<file path="src/rtl/regfile_write_arbiter_pkg.sv">
// regfile_write_arbiter_pkg: shared widths and the buffered write-request type
// used by the register-file write arbiter and its request buffers.
package regfile_write_arbiter_pkg;
    localparam int REG_DATA_W = 16;
    localparam int REG_ADDR_W = 3;
    localparam int NUM_REGS   = 8;

    typedef struct packed {
        logic [REG_ADDR_W-1:0] addr;
        logic [REG_DATA_W-1:0] data;
    } wr_req_t;
endpackage

</file>
<file path="src/rtl/wr_req_fifo.sv">
// wr_req_fifo: small write-request buffer that also exposes per-slot valid bits
// and destination addresses so the owner can build a pending-write mask.
module wr_req_fifo
    import regfile_write_arbiter_pkg::*;
#(
    parameter int FIFO_DEPTH = 2
) (
    input  logic                                  clk,
    input  logic                                  rst_n,
    input  logic                                  push,
    input  logic                                  pop,
    input  wr_req_t                               din,
    output wr_req_t                               dout,
    output logic                                  full,
    output logic                                  empty,
    output logic [FIFO_DEPTH-1:0]                 vld,
    output logic [FIFO_DEPTH-1:0][REG_ADDR_W-1:0] addrs
);
    localparam int PW = $clog2(FIFO_DEPTH);

    wr_req_t        mem [FIFO_DEPTH];
    logic [PW-1:0]  wr_ptr;
    logic [PW-1:0]  rd_ptr;

    // Push and pop never target the same slot: that would need a full or empty buffer.
    always_ff @(posedge clk or negedge rst_n) begin
        if (!rst_n) begin
            vld    <= '0;
            wr_ptr <= '0;
            rd_ptr <= '0;
        end else begin
            if (push) begin
                vld[wr_ptr] <= 1'b1;
                wr_ptr      <= wr_ptr + 1'b1;
            end
            if (pop) begin
                vld[rd_ptr] <= 1'b0;
                rd_ptr      <= rd_ptr + 1'b1;
            end
        end
    end

    always_ff @(posedge clk) begin
        if (push) mem[wr_ptr] <= din;
    end

    always_comb begin
        for (int i = 0; i < FIFO_DEPTH; i++) addrs[i] = mem[i].addr;
    end

    assign dout  = mem[rd_ptr];
    assign full  = &vld;
    assign empty = ~|vld;
endmodule

</file>
<file path="src/rtl/regfile_write_arbiter.sv">
// regfile_write_arbiter: shares one register-file write port between writeback (A,
// preferred) and load return (B), with a starvation guard for B and a pending-write mask.
module regfile_write_arbiter
    import regfile_write_arbiter_pkg::*;
#(
    parameter int DATA_W       = REG_DATA_W,
    parameter int ADDR_W       = REG_ADDR_W,
    parameter int FIFO_DEPTH   = 2,
    parameter int STARVE_LIMIT = 4
) (
    input  logic                 clk,
    input  logic                 rst_n,
    input  logic                 a_valid,
    output logic                 a_ready,
    input  logic [ADDR_W-1:0]    a_addr,
    input  logic [DATA_W-1:0]    a_data,
    input  logic                 b_valid,
    output logic                 b_ready,
    input  logic [ADDR_W-1:0]    b_addr,
    input  logic [DATA_W-1:0]    b_data,
    output logic [ADDR_W-1:0]    rf_addr,
    output logic [DATA_W-1:0]    rf_data,
    output logic                 rf_write,
    output logic                 grant_b,
    output logic [2**ADDR_W-1:0] busy_mask
);
    localparam int SW = $clog2(STARVE_LIMIT) + 1;

    wr_req_t                               a_req, b_req, a_head, b_head, win;
    logic                                  a_full, a_empty, b_full, b_empty;
    logic                                  a_push, b_push, a_pop, b_pop, rdy_en;
    logic [FIFO_DEPTH-1:0]                 a_vld, b_vld;
    logic [FIFO_DEPTH-1:0][REG_ADDR_W-1:0] a_addrs, b_addrs;
    logic [SW-1:0]                         starve;

    assign a_req = '{addr: a_addr, data: a_data};
    assign b_req = '{addr: b_addr, data: b_data};

    wr_req_fifo #(.FIFO_DEPTH(FIFO_DEPTH)) u_a_fifo (
        .clk(clk), .rst_n(rst_n), .push(a_push), .pop(a_pop), .din(a_req), .dout(a_head),
        .full(a_full), .empty(a_empty), .vld(a_vld), .addrs(a_addrs)
    );

    wr_req_fifo #(.FIFO_DEPTH(FIFO_DEPTH)) u_b_fifo (
        .clk(clk), .rst_n(rst_n), .push(b_push), .pop(b_pop), .din(b_req), .dout(b_head),
        .full(b_full), .empty(b_empty), .vld(b_vld), .addrs(b_addrs)
    );

    // Holds readies low from reset until the first edge after release.
    always_ff @(posedge clk or negedge rst_n) begin
        if (!rst_n) rdy_en <= 1'b0;
        else        rdy_en <= 1'b1;
    end

    always_ff @(posedge clk or negedge rst_n) begin
        if (!rst_n)                    starve <= '0;
        else if (b_empty || grant_b)   starve <= '0;
        else if (starve < SW'(STARVE_LIMIT)) starve <= starve + 1'b1;
    end

    assign a_ready  = rdy_en & ~a_full;
    assign b_ready  = rdy_en & ~b_full;
    assign a_push   = a_valid & a_ready;
    assign b_push   = b_valid & b_ready;
    assign grant_b  = ~b_empty & (a_empty | (starve >= SW'(STARVE_LIMIT)));
    assign rf_write = ~a_empty | ~b_empty;
    assign a_pop    = rf_write & ~grant_b;
    assign b_pop    = grant_b;
    assign win      = grant_b ? b_head : a_head;
    assign rf_addr  = rf_write ? win.addr : '0;
    assign rf_data  = rf_write ? win.data : '0;

    always_comb begin
        busy_mask = '0;
        for (int i = 0; i < FIFO_DEPTH; i++) begin
            if (a_vld[i]) busy_mask[a_addrs[i]] = 1'b1;
            if (b_vld[i]) busy_mask[b_addrs[i]] = 1'b1;
        end
    end
endmodule

</file>
<file path="config.mk">
export PLATFORM = sky130hd
export DESIGN_NAME = regfile_write_arbiter
export DESIGN_NICKNAME = d
export VERILOG_FILES = /design/src/rtl/regfile_write_arbiter_pkg.sv /design/src/rtl/wr_req_fifo.sv /design/src/rtl/regfile_write_arbiter.sv
export SDC_FILE = /design/constraint.sdc
export NUM_CORES = 1
export LEC_CHECK = 0
export ABC_AREA = 1
export CAP_MARGIN = 20
export CORE_ASPECT_RATIO = 1.25
export CORE_MARGIN = 2
export CORE_UTILIZATION = 55
export CTS_CLUSTER_SIZE = 16
export DETAILED_ROUTE_END_ITERATION = 8
export GPL_TIMING_DRIVEN = 0
export PLACE_DENSITY_LB_ADDON = 0.08
export SYNTH_ARGS = -nofsm -noshare
export SYNTH_HDL_FRONTEND = slang
export SYNTH_SLANG_ARGS = --single-unit
</file>
<file path="constraint.sdc">
create_clock -name clk -period 5.1 [get_ports clk]
set_input_delay 0.765 -clock clk [delete_from_list [all_inputs] [get_ports clk]]
set_output_delay 0.765 -clock clk [all_outputs]
set_load 0.01 [all_outputs]
</file>
* Word level (Yosys, flattened, before mapping)
Memories as Yosys holds them, arrays and structs flattened. Cells that the tools add are included.
Cells by class: add/sub/neg operators 5, $lt $le $gt $ge 18, mux-type cells 33, bitwise gates (word level) 20, reduce and logical (&&, ||, !) cells 16
Operator list (number):
- 8-bit two-way mux | 4
- 8-bit OR | 3
- 19-bit two-way mux | 1
- 3-bit by 4-bit < comparator with 1-bit output, second input constant | 4
- 16-bit two-way mux | 1
- 1-bit demux with 3-bit select | 4
- 3-bit by 1-bit >= comparator with 1-bit output, second input constant | 4
- 1-bit two-way mux | 12
- 3-bit two-way mux | 3
- 1-bit logical AND | 8
- 1-bit by 2-bit < comparator with 1-bit output, second input constant | 4
- 2-bit two-way mux | 4
- 1-bit AND | 6
- 1-bit adder, second input constant | 4
- 2-bit AND | 2
- 1-bit demux with 1-bit select | 4
- 1-bit >= comparator, second input constant | 4
- 2-bit inverter | 2
- 2-bit OR | 2
- 2-bit AND reduction | 2
- 2-bit OR reduction | 2
- 3-bit by 1-bit adder with 3-bit output, second input constant | 1
- 3-bit >= comparator, second input constant | 1
- 3-bit < comparator, second input constant | 1
- 5 further kinds | 9
Storage, ports and cells: register bits 12, bits in writable memories 76, input port bits 42, output and inout port bits 31, word-level logic and storage cells 102, memories 2
Memory list:
- u_a_fifo.mem | words 2, bits a word 19, rd ports 3, clocked after Yosys merged registers in 0, wr ports 1, line wr_req_fifo.sv:21 | wr_req_t mem [FIFO_DEPTH];
- u_b_fifo.mem | words 2, bits a word 19, rd ports 3, clocked after Yosys merged registers in 0, wr ports 1, line wr_req_fifo.sv:21

* Logic depth before layout (Yosys ltp)
word-level depth 11, mapped depth 8

* Cells and area by module
Synthesis repeated with hierarchy kept, for this count alone.
Unflattened totals: cells, all modules 421, area, all modules 4052.6 sq um
By module, submodules not included:
- wr_req_fifo | instances 2, cells each 128, area an instance 1629.1 sq um, sequential area each 1241.2 sq um
- regfile_write_arbiter | instances 1, cells each 165, area an instance 794.5 sq um, sequential area each 100.1 sq um

* Worst setup path before layout
No wires, ideal clock.
path type input-to-reg, start point input port b_valid, end point memory u_b_fifo.mem[0][0] (netlist bit), enable pin, setup time 395 ps, arrival 1751 ps, data required time 4705 ps, setup slack 2955 ps, stages on the path 2, buffers on the path 0, cell sequence nand3_1 > nor2_1
On the way: cells in the longest elaborated chain, start to end 3
RTL lines:
- start: declaration | line regfile_write_arbiter.sv:17 | input logic b_valid,
- 1-bit AND | line regfile_write_arbiter.sv:64 | assign b_push = b_valid & b_ready;
- 1-bit two-way mux | line wr_req_fifo.sv:44 | if (push) mem[wr_ptr] <= din;
- 1-bit two-way mux (implied by the code) | line wr_req_fifo.sv:44
- end: declaration | line wr_req_fifo.sv:21
Every way passes these cells.

* Worst setup path in the final report
start point register u_b_fifo.rd_ptr, end point output port rf_data[8]
On the way: cells in the longest elaborated chain, start to end 3
RTL lines:
- start: declaration | line wr_req_fifo.sv:23 | logic [PW-1:0] rd_ptr;
- start signal: assignment | line wr_req_fifo.sv:38 | rd_ptr <= rd_ptr + 1'b1;
- memory read 2 x 19 bit
- 19-bit two-way mux | line regfile_write_arbiter.sv:69 | assign win = grant_b ? b_head : a_head;
- 16-bit two-way mux | line regfile_write_arbiter.sv:71 | assign rf_data = rf_write ? win.data : '0;
- end: declaration | line regfile_write_arbiter.sv:22 | output logic [DATA_W-1:0] rf_data,
Every way passes these cells.

==> impl_results.md <==
* IO Count at 73
* FMAX at around 0.34 GHz
* DRT antenna net count at 0
* Rows at 35
* H-Tree Depth at 3
* Pins over their slew limit at 0
* Post-synth EDFFs at 76
* RSZ-0062 raised after global routing: no
* Most frequent cells in the layout: 150 x nand2_1, 76 x edfxtp_1, 72 x clkdlybuf4s50_1, 41 x nor2_1, 29 x inv_1
* VDD IR-drop max at approximately 0.4 mV
* Leak at 2.19 nW
* Arr. time, crit path at 2.22 ns
* Commonest non-fill, non-tap cell in the layout: nand2_1
* Worst-path maximum fanout at 10
* Slew @ Worst Pin at ~0.81 ns
* HP Class: reg2reg
* Vias in the first global route at between 3000 and 4000
* Cell variety after synth at 29
* Initial DRC Count at 200
* Routed vias at 3081
* Max-Cap Viols at 0
* Max clock buf depth at 2
* Share of layout cells above drive strength 1 at 0.116
* Number of port buffers at roughly 70
* DR DRC count at 0
* Status: finished clean
* Synth area leader: edfxtp_1
* Core area at 0.00736 mm²
* Clk_skew at 0.00947 ns
* Post-cts resize count at 0
* CTS sink count at 88
* Slew HR at 0.463
* Synthesized Nets at roughly 460
* Worst slack, placed at 2.52 ns
* Power Dens Cells at 570 mW/mm²
* Ys flop type: edfxtp_1
* Worst-skew pair later-pin latency at 0.35 ns
* First-pass GRT wire length at 14000 µm
* Hold_buf cts at 0
* Worst setup margin at between 2 and 2.5 ns
* Crit share post-route at 0.585
* Setup bufs post-CTS at 0
* Nets at 547
* Grt ovf at 0
* Area growth, synth to finish at 26.3%
* Total GRT Usage at 0.232
* Crit start category: flop
* R2R Setup Slk at ~3.3 ns
* Die ar. at 0.00824 mm²
* Seq/Total Area, Yosys at 0.624
* WL/cell at 14.9 µm
* Final Util at 0.711
* Crit end category: output port
* CTS tree: built
* Post-synth top area share at 0.551
* Synth area leaders: edfxtp_1 55%, nand2_1 14%, dfrtp_1 7.3%
* Post-Syn Instances at approximately 420
* WL final at approximately 9000 µm
* Starting Density at 0.563
* Minimum clock period after layout at slightly below 3 ns
* Syn avg cell area at 9.88 µm²
* Final Hold Viols at 0
* Die Width at about 82 µm
* Setup TNS at 0 ns
* Mapped Area at just over 0.004 mm²
* Worst Path Required at ~4.3 ns
* Tot Pwr at just under 3 mW
* Num CTS Buffers at 9
* Die H at approximately 100 µm
* CTS root buf: clkbuf_8
* RD Place Congestion at 0.787
* DR vias/cell at 5.13
* CP Class: reg2out
* Async set or reset register ratio after synthesis at 0.136
* Largest net degree at the start of global routing at 20
* # diodes at 0
* Number of detailed-route iterations in the first pass at 5
* Endpoints failing setup at 0
* Synth Register Bits at 88
* Post-DP HPWL at 6540 µm
* Warnings from Yosys at 0
* Initial antenna violation count at 0
* Reg clk slew, reported paths at 0.08 ns
[power breakdown]
| group | internal, mW | total, mW | leakage, nW | switching (mW) |
|---|---|---|---|---|
| combinational | 0.683 | 1.52 | 1.23 | 0.841 |
| clock | 0.270 | 0.506 | 0.108 | 0.236 |
| sequential | 0.902 | 0.949 | 0.846 | 0.0469 |
| total | 1.85 | 2.98 | 2.19 | 1.12 |
[sequential cells by signal, indices dropped and copies added, names as in the netlist]
register	cells
rdy_en	1
starve	3
u_a_fifo.mem	38
u_a_fifo.rd_ptr	1
u_a_fifo.vld	2
u_a_fifo.wr_ptr	1
u_b_fifo.mem	38
u_b_fifo.rd_ptr	1
u_b_fifo.vld	2
u_b_fifo.wr_ptr	1
[path summary, 6_finish.rpt]
| check | cells after the start | startpoint | to |
|---|---|---|---|
| max in group asynchronous | 1 | rst_n | u_b_fifo.rd_ptr |
| hold reg to reg | 1 | starve[0] | starve[0] |
| hold / removal | 1 | starve[0] | starve[0] |
| setup reg to reg | 5 | u_b_fifo.vld[1] | u_b_fifo.mem[1][13] |
| min in group asynchronous | 1 | rst_n | u_a_fifo.wr_ptr |
| setup / recovery | 7 | u_b_fifo.rd_ptr | rf_data[8] |
[synthesized netlist by cell type, types with 3 or more instances]
cell type and instances:
nor2_1 43, nand3_1 19, inv_1 29, nand4_1 12, o21ai_0 6, edfxtp_1 76
and2_1 16, o21a_1 4, nor2_2 18, a21oi_1 4, buf_6 3, buf_2 8
dfrtp_1 12, nand2_1 150
[worst max-delay path: stages, from the launching register on]
cell and delay, ns:
dfrtp_1 0.33, clkbuf_2 0.16, clkbuf_1 0.41, nand2_1 0.12
nand2_1 0.12, nor2_2 0.06, nor2_1 0.12, clkdlybuf4s50_1 0.55
[through the flow]
step,cells,instance area (µm²),hold slack [ns]
2_1_floorplan,419,4140,0.410
3_3_place_gp,583,4970,0.420
3_5_place_dp,585,5010,0.432
4_1_cts,601,5230,0.444
5_1_grt,601,5230,0.460
6_report,601,5230,0.437
[per-layer routing]
metal | global-route usage | part of all wire
met5 | 0 | 0
met4 | 0.0936 | 0.023
met3 | 0.0466 | 0.048
met2 | 0.409 | 0.53
met1 | 0.275 | 0.39
[cell families after synthesis]
kind of cell | after synthesis | synth area share
AND/OR/NAND/NOR | 261 | 0.276
flip-flops | 88 | 0.624
buffers and inverters | 49 | 0.0647
AO/OA/AOI/OAI | 17 | 0.0269
XOR/XNOR | 2 | 0.00423
adder cells (fa/ha/maj) | 1 | 0.00302
other | 1 | 0.000906
[cell type report]
class	count	area [µm²]
buffer	17	145
tap	92	115
sequential	88	2580
clock inverter	4	51.3
clock buffer	12	166
multi-input combinational	282	1290
fill	577	2130
inverter	32	123
timing repair buffer	74	751
No activity file was read; power rests on OpenSTA's default activity.
